===== src/rtl/adc_sum_sq_acc_if.sv =====
// ADC sample stream in, sum-of-squares results out, for one power-monitor input.
interface adc_sum_sq_acc_if #(
    parameter int unsigned N_PAR  = 4,
    parameter int unsigned DATA_W = 8
);
    logic [N_PAR*DATA_W-1:0] adc_data;
    logic                    adc_valid;
    logic                    sync;
    logic [15:0]             acc_len;
    logic [31:0]             sum_sq;
    logic                    sum_valid;
    logic                    sat;
    logic [31:0]             int_count;

    modport master (
        output adc_data, adc_valid, sync, acc_len,
        input  sum_sq, sum_valid, sat, int_count
    );

    modport slave (
        input  adc_data, adc_valid, sync, acc_len,
        output sum_sq, sum_valid, sat, int_count
    );
endinterface


===== src/rtl/adc_sum_sq_acc.sv =====
// Squares parallel ADC samples and integrates them over acc_len+1 valid cycles;
// the saturated 32-bit total is held for the software-readable power register.
module adc_sum_sq_acc #(
    parameter int unsigned N_PAR  = 4,
    parameter int unsigned DATA_W = 8,
    parameter int unsigned ACC_W  = 48
) (
    input  logic             user_clk,
    input  logic             user_rst_n,
    adc_sum_sq_acc_if.slave  bus
);
    localparam int unsigned BUS_W  = N_PAR * DATA_W;
    localparam int unsigned SQ_W   = 2 * DATA_W - 1;
    localparam int unsigned TREE_W = SQ_W + $clog2(N_PAR);
    localparam int unsigned LEN_W  = 16;
    localparam int unsigned OUT_W  = 32;

    typedef enum logic [0:0] {ARM, RUN} state_t;

    state_t              state_q, state_d;
    logic [BUS_W-1:0]    data0_q;
    logic                v0_q, s0_q, v1_q, s1_q, v2_q, s2_q;
    logic [SQ_W-1:0]     sq_q [N_PAR];
    logic [SQ_W-1:0]     sq_d [N_PAR];
    logic [TREE_W-1:0]   tree_q, tree_d;
    logic [ACC_W-1:0]    acc_q, acc_d;
    logic [LEN_W-1:0]    n_q, n_d, len_q, len_d;
    logic [OUT_W-1:0]    sum_sq_q, sum_sq_d, cnt_q, cnt_d;
    logic                sat_q, sat_d, sum_valid_q, sum_valid_d;

    // Per-lane signed square; the magnitude always fits in 2*DATA_W-1 bits.
    always_comb begin
        logic signed [DATA_W-1:0]   lane;
        logic signed [2*DATA_W-1:0] prod;
        for (int i = 0; i < N_PAR; i++) begin
            lane    = $signed(data0_q[i*DATA_W +: DATA_W]);
            prod    = (2*DATA_W)'(lane) * (2*DATA_W)'(lane);
            sq_d[i] = SQ_W'(prod);
        end
    end

    always_comb begin
        tree_d = '0;
        for (int i = 0; i < N_PAR; i++) begin
            tree_d = tree_d + TREE_W'(sq_q[i]);
        end
    end

    // Integration control: a sync tag restarts from empty in either state,
    // and its own valid sample is sample 1 of the new integration.
    always_comb begin
        logic [ACC_W-1:0] acc_base, acc_new;
        logic [ACC_W:0]   sum_ext;
        logic [LEN_W-1:0] n_base, len_base;
        logic             active, clip;

        state_d     = state_q;
        acc_d       = acc_q;
        n_d         = n_q;
        len_d       = len_q;
        sum_sq_d    = sum_sq_q;
        sat_d       = sat_q;
        cnt_d       = cnt_q;
        sum_valid_d = 1'b0;

        acc_base = acc_q;
        n_base   = n_q;
        len_base = len_q;
        active   = (state_q == RUN);

        if (s2_q) begin
            state_d  = RUN;
            active   = 1'b1;
            acc_base = '0;
            n_base   = '0;
            len_base = bus.acc_len;
        end

        sum_ext = {1'b0, acc_base} + (ACC_W+1)'(tree_q);
        acc_new = sum_ext[ACC_W] ? '1 : sum_ext[ACC_W-1:0];
        clip    = |acc_new[ACC_W-1:OUT_W];

        if (active) begin
            acc_d = acc_base;
            n_d   = n_base;
            len_d = len_base;
            if (v2_q) begin
                if (n_base == len_base) begin
                    sum_sq_d    = clip ? '1 : acc_new[OUT_W-1:0];
                    sat_d       = clip;
                    sum_valid_d = 1'b1;
                    cnt_d       = cnt_q + OUT_W'(1);
                    acc_d       = '0;
                    n_d         = '0;
                    len_d       = bus.acc_len;
                end else begin
                    acc_d = acc_new;
                    n_d   = n_base + LEN_W'(1);
                end
            end
        end
    end

    always_ff @(posedge user_clk or negedge user_rst_n) begin
        if (!user_rst_n) begin
            state_q     <= ARM;
            data0_q     <= '0;
            v0_q        <= 1'b0;
            s0_q        <= 1'b0;
            v1_q        <= 1'b0;
            s1_q        <= 1'b0;
            v2_q        <= 1'b0;
            s2_q        <= 1'b0;
            for (int i = 0; i < N_PAR; i++) sq_q[i] <= '0;
            tree_q      <= '0;
            acc_q       <= '0;
            n_q         <= '0;
            len_q       <= '0;
            sum_sq_q    <= '0;
            sat_q       <= 1'b0;
            cnt_q       <= '0;
            sum_valid_q <= 1'b0;
        end else begin
            state_q     <= state_d;
            data0_q     <= bus.adc_data;
            v0_q        <= bus.adc_valid;
            s0_q        <= bus.sync;
            sq_q        <= sq_d;
            v1_q        <= v0_q;
            s1_q        <= s0_q;
            tree_q      <= tree_d;
            v2_q        <= v1_q;
            s2_q        <= s1_q;
            acc_q       <= acc_d;
            n_q         <= n_d;
            len_q       <= len_d;
            sum_sq_q    <= sum_sq_d;
            sat_q       <= sat_d;
            cnt_q       <= cnt_d;
            sum_valid_q <= sum_valid_d;
        end
    end

    assign bus.sum_sq    = sum_sq_q;
    assign bus.sum_valid = sum_valid_q;
    assign bus.sat       = sat_q;
    assign bus.int_count = cnt_q;

endmodule


===== src/flat_wrapper.sv =====
// flat-port wrapper written by rule: the top's interface ports become plain ports
module adc_sum_sq_acc_flat 
#(
    parameter int unsigned N_PAR  = 4,
    parameter int unsigned DATA_W = 8,
    parameter int unsigned ACC_W  = 48
)
  (user_clk, user_rst_n, bus_adc_data, bus_adc_valid, bus_sync, bus_acc_len, bus_sum_sq, bus_sum_valid, bus_sat, bus_int_count);
  adc_sum_sq_acc_if #(.N_PAR(N_PAR), .DATA_W(DATA_W)) bus_i ();
  input  logic user_clk;
  input  logic user_rst_n;
  input wire logic [$bits(bus_i.adc_data)-1:0] bus_adc_data;
  input wire logic [$bits(bus_i.adc_valid)-1:0] bus_adc_valid;
  input wire logic [$bits(bus_i.sync)-1:0] bus_sync;
  input wire logic [$bits(bus_i.acc_len)-1:0] bus_acc_len;
  output wire logic [$bits(bus_i.sum_sq)-1:0] bus_sum_sq;
  output wire logic [$bits(bus_i.sum_valid)-1:0] bus_sum_valid;
  output wire logic [$bits(bus_i.sat)-1:0] bus_sat;
  output wire logic [$bits(bus_i.int_count)-1:0] bus_int_count;
  assign bus_i.adc_data = bus_adc_data;
  assign bus_i.adc_valid = bus_adc_valid;
  assign bus_i.sync = bus_sync;
  assign bus_i.acc_len = bus_acc_len;
  assign bus_sum_sq = bus_i.sum_sq;
  assign bus_sum_valid = bus_i.sum_valid;
  assign bus_sat = bus_i.sat;
  assign bus_int_count = bus_i.int_count;
  adc_sum_sq_acc #(.N_PAR(N_PAR), .DATA_W(DATA_W), .ACC_W(ACC_W)) u_core (.user_clk(user_clk), .user_rst_n(user_rst_n), .bus(bus_i));
endmodule

===== config.mk =====
export PLATFORM = sky130hd
export DESIGN_NAME = adc_sum_sq_acc_flat
export DESIGN_NICKNAME = d
export VERILOG_FILES = /design/src/rtl/adc_sum_sq_acc_if.sv /design/src/rtl/adc_sum_sq_acc.sv /design/src/flat_wrapper.sv
export SDC_FILE = /design/constraint.sdc
export NUM_CORES = 1
export LEC_CHECK = 0
export ABC_AREA = 1
export ABC_CLOCK_PERIOD_IN_PS = 5000
export BUFFER_PORTS_ARGS = -buffer_cell sky130_fd_sc_hd__buf_2
export CAP_MARGIN = 25
export CORE_AREA = 2 2 201 203
export DETAILED_ROUTE_END_ITERATION = 10
export DIE_AREA = 0 0 203 205
export GPL_TIMING_DRIVEN = 0
export MAX_ROUTING_LAYER = met4
export PLACE_DENSITY_LB_ADDON = 0.05
export SLEW_MARGIN = 0
export SYNTH_ARGS = -nofsm -noshare
export SYNTH_HDL_FRONTEND = slang
export SYNTH_SLANG_ARGS = --single-unit

===== constraint.sdc =====
create_clock -name user_clk -period 5 [get_ports user_clk]
set_clock_uncertainty 0.15 [all_clocks]
set_input_delay 0.5 -clock user_clk [delete_from_list [all_inputs] [get_ports user_clk]]
set_output_delay 0.5 -clock user_clk [all_outputs]
set_load 0.01 [all_outputs]

* Word-level counts from Yosys, hierarchy flattened
Index checks and enable logic that the tools add are counted.
** Storage, ports and cells
- Word-level logic and storage cells :: 48
- Latch bits :: 0
- Output and inout port bits :: 66
- Memories :: 0
- Memory bits (read-only) :: 0
- Bits in writable memories :: 0
- Register bits after elaboration :: 262
- Input port bits :: 52
** Operators by class
- Bitwise gates (word level) :: 0
- Equal/unequal tests :: 1
- Shifts and indexed selects :: 0
- Multiply operators :: 4
- Magnitude comparators :: 0
- Add/sub/neg operators :: 6
- Reductions and logical operators :: 2
- Div/mod/pow operators :: 0
- Multiplexer cells :: 15
** Operator list (count)
- two-way mux 48 bit :: 4
- two-way mux 16 bit :: 6
- multiplier 8 x 8 -> 15 bit :: 4
- adder 48 x 17 -> 49 bit :: 1
- adder 17 x 15 -> 17 bit :: 2
- adder 32 x 1 -> 32 bit, second input constant :: 1
- two-way mux 32 bit :: 1
- adder 15 x 15 -> 16 bit :: 1
- adder 16 x 1 -> 16 bit, second input constant :: 1
- equality test 16 bit :: 1
- OR reduction 16 bit :: 1
- two-way mux 1 bit :: 4
- AND reduction 3 bit :: 1

* Logic depth before layout (Yosys ltp)
- Depth in word-level cells :: 5
- Depth in mapped cells :: 25
- Gate-level depth less buffers :: 25

* Worst setup path before layout
OpenSTA, ideal clock, no wires.
- Path type :: reg-to-reg
- From :: reg u_core.data0_q[23]
- To :: reg u_core.sq_q[29] (netlist name)
- Path buffers :: 1
- Slack :: 0.526 ns
- Period minus slack after synthesis :: 4.474 ns
- Arrival time :: 4.198 ns
- Required time :: 4.724 ns
- Stages on the path, launching flop included :: 21
- Cell sequence :: dfrtp_1 clkbuf_1 inv_1 fa_1 inv_1 fa_1 fa_1 inv_1 fa_1 inv_1 ha_1 nand2_1 o21ai_0 nand2_1 nand2_1 a21oi_1 o21ai_0 a21oi_1 nor2_1 nor2_1 xor2_1
** RTL lines
- start: declaration :: line adc_sum_sq_acc.sv:21 : logic [BUS_W-1:0] data0_q;
- start signal: assignment :: line adc_sum_sq_acc.sv:125 : data0_q <= bus.adc_data;
- end signal: assignment :: line adc_sum_sq_acc.sv:128 : sq_q <= sq_d;
- end: declaration :: line adc_sum_sq_acc.sv:23 : logic [SQ_W-1:0] sq_q [N_PAR];

==> key figures <==
Outcome
  • Status: complete, no violations

Placed design
  • Placed cell count: roughly 3800
  • HPWL after DPL: 48300 µm
  • GPL Wtd Cong: ~0.97
  • I/O Buffers: 117

Route
  • Metal2 WL: between 20000 and 30000 µm
  • Routed Antenna Nets: 0
  • Vias: around 20000
  • Post-DR wirelength/cell: roughly 16 µm
  • DR top layer: met4
  • Routed wire length: between 60000 and 70000 µm
  • 1st-pass router iterations: 6
  • DRT iter0 DRCs: roughly 1500
  • Vias per std cell: ~5.2
  • M1 wire length: 26400 µm
  • # DRC: 0
  • Routed wl met3: approximately 2800 µm

Logic synthesis
  • Dominant synthesized flop cell: dfrtp_1
  • Gate Count Post-Synth: about 3100
  • Yosys Warn Count: 0
  • Ys async rst share: 100%
  • Post-synthesis sequential area ratio: about 28%
  • EDFF count, synth: 0
  • Syn_area_per_cell: ~7.5 µm²
  • Syn_nets: approximately 3500
  • Distinct cells, synth: 47
  • Synth Register Bits: 258
  • Mapped Area: roughly 0.023 mm²

STA
  • FMAX: 210 MHz
  • Final Hold Vio Count: 0
  • Slew margin rel.: approximately 46%
  • Final Setup Violations: 0
  • RSZ-0062 raised after global routing: false
  • Max Slew Vio Count: 0
  • Tcrit/Tclk final: 95.3%
  • Setup TNS: 0 ps
  • Tightest Pin Transition: between 800 and 900 ps
  • Clock period minus worst slack: 4760 ps

Pwr
  • Switching part of the total: approximately 46%
  • Combinational Power Share: between 60% and 70%
  • Leakage power: approximately 0.015 µW
  • Pwr/cell area: 512 mW/mm²
  • Worst vdd ir: between 0.6 and 0.7 mV
  • Design Power: roughly 13000 µW
  • Clock share of power: ~18%
  • Internal power: approximately 7300 µW
  • P_sw: 6100 µW
  • Sequential share of power: between 20% and 30%

Critical path
  • R2R Path Start: u_core.data0_q[2]
  • CP max FO: 9
  • Origin of the worst setup path: u_core.data0_q[2]
  • Setup crit start kind: flop
  • Setup crit end kind: flop
  • Crit path arrival time: 5120 ps
  • Req. time, crit path: ~5400 ps
  • CP Class: reg2reg

Finish
  • Multi-input logic area: between 0.01 and 0.015 mm²
  • Ant diodes: 0
  • # fillers: 3438
  • Sequential Area: between 0.006 and 0.007 mm²
  • Proportion of layout cells with a drive suffix above 1: under 10%
  • Finished Layout Cells: ~3800
  • Most common cell after layout, fill and taps aside: nand2_1
  • Final #Nets: around 3700
  • Post-layout util: about two thirds
  • Area growth, synth to finish: 11.9%
  • Highest-count cells in the layout ignoring fill and taps: 751 x nand2_1, 685 x inv_1, 291 x nor2_1, 255 x dfrtp_1, 183 x fa_1

Die
  • Initial cell density of the core: ~59%
  • DIE WIDTH: approximately 200 µm
  • I/O Pins: 118
  • Die height: about 210 µm
  • Die ar.: between 0.04 and 0.05 mm²
  • Num rows: between 70 and 80
  • Total core area: slightly below 0.04 mm²

GRT
  • Global route overflow: 0
  • First-pass GRT wire length: roughly 100000 µm
  • Total GRT Usage: between 30% and 40%
  • Vias in the first global route: 19700
  • Initial antenna violation count: 0
  • Largest net degree at the start of global routing: 118

Clocking
  • Clk_lat worst skew: 600 ps
  • Worst-path clk slew: ~70 ps
  • CTS tree: yes
  • Max Root-Sink Buffers: 3
  • H-tree depth: 1
  • Cts bufs inserted: 30
  • Clock Tree Root: clkbuf_16
  • CTS Sinks: 258

Min path
  • Hold Path Origin: bus_acc_len[8]
  • Hold WC Path Type: in2reg

Flow run
  • Max cap viols: 0
[power groups by stage]
stage	sequential, µW	combinational [µW]	clock [µW]
after floorplan	2710	6390	0
after global placement	2780	7860	0
after detailed placement	2780	8100	0
after CTS	2750	8230	2400
after global routing	2800	9440	2480
final	2760	8220	2370
[cell type report]
cell class	count	area share, %
well taps	525	2.52
clock buffers	39	3.20
flip-flops and latches	258	24.8
inverters	691	9.96
clock inverters	16	0.835
multi-input cells	2060	52.8
repair buffers	164	4.22
plain buffers	80	1.65
[sequential cells by signal, indices dropped and copies added (netlist names)]
signal	cells
u_core.tree_q	17
u_core.state_q	1
u_core.s0_q	1
u_core.n_q	16
u_core.v1_q	1
u_core.v2_q	1
u_core.bus.sum_valid	1
u_core.bus.sat	1
u_core.data0_q	32
u_core.sq_q	56
u_core.bus.int_count	32
u_core.s2_q	1
u_core.acc_q	48
u_core.s1_q	1
u_core.len_q	16
u_core.bus.sum_sq	32
u_core.v0_q	1
[final timing paths]
kind                            slack (ps)              end  cells after the start
worst max-delay path                   240  u_core.sq_q[59]                     21
worst min-delay path                    10  u_core.len_q[8]                      3
worst max register to register         240  u_core.sq_q[59]                     21
worst min register to register         200      u_core.s1_q                      0
max in group asynchronous             3430  u_core.sq_q[23]                      3
min in group asynchronous              260  u_core.len_q[1]                      2
[per-layer routing]
metal / up-vias / track usage, %
met5: - / -
met4: 0 / 8.97
met3: 115 / 2.62
met2: 535 / 52.2
met1: 9451 / 40.3
li1: 9699 / -
[stage by stage]
step / hold WS, ps / instance area (µm²) / setup WS [ps]
floorplan: 54.4 / 23300 / 526
global placement: 183 / 24500 / -1500
detailed placement: 185 / 24600 / -497
CTS: 3.55 / 26100 / 43.7
global route: 24.5 / 26100 / 3.35
finish: 14.0 / 26100 / 235
[kinds of logic after synthesis]
kind of cell	synth area share (%)
AND/OR/NAND/NOR	24.0
buffers and inverters	13.2
adder cells (fa/ha/maj)	23.4
flip-flops	27.7
AO/OA/AOI/OAI	5.68
XOR/XNOR	5.94
other	0.0322
[cell usage after synthesis, types with 3 or more instances]
library cell    n  share of area (%)
or2_2          50                1.3
buf_6           6               0.29
o21ai_0        55                1.2
nand3_1       154                3.3
clkbuf_1       63                1.0
inv_2           4              0.064
nand3b_1        7               0.23
o31ai_1         3              0.097
dfrtp_1       258                 28
o22ai_1        23               0.62
buf_4          10               0.32
o211ai_1       11               0.35
nor3_1         37               0.80
a31oi_1        40                1.1
xor2_1        109                4.1
fa_1          183                 16
nor2_1        293                4.7
nand4_1        11               0.30
xnor2_1        49                1.8
o21a_1          3              0.097
o21ai_1        11               0.24
ha_1          142                7.6
nor4_1          7               0.19
nor2b_1         8               0.21
buf_2          15               0.32
inv_1         686                 11
nor2_2          9               0.24
nand2_1       751                 12
a21oi_1        69                1.5
o21bai_1       11               0.35
nand2_2         4               0.11
nand3_2         7               0.30
[worst max-delay path: stages, from the launching register on]
cell      delay (ps)
dfrtp_1          400
clkbuf_2         220
nand2_1          140
inv_1             80
ha_1             180
or2_2            310
fa_1             470
fa_1             490
inv_1             50
fa_1             550
inv_1             50
ha_1             360
a21oi_1          150
inv_1             60
nor2_1           170
o21ai_1          120
a21oi_1          150
o21bai_1         120
a21oi_1          150
nor2_1            50
nor2_1           110
xnor2_1          140
[repair_timing]
| action | in CTS | in global routing |
|---|---|---|
| endpoints found under the hold margin | 95 | 0 |
| hold buffers | 44 | 0 |
| setup buffers | 0 | 1 |
| gates resized for setup | 1 | 33 |
| setup endpoints to repair | 36 | 42 |
Note: power is estimated with default switching activity, not from simulation.
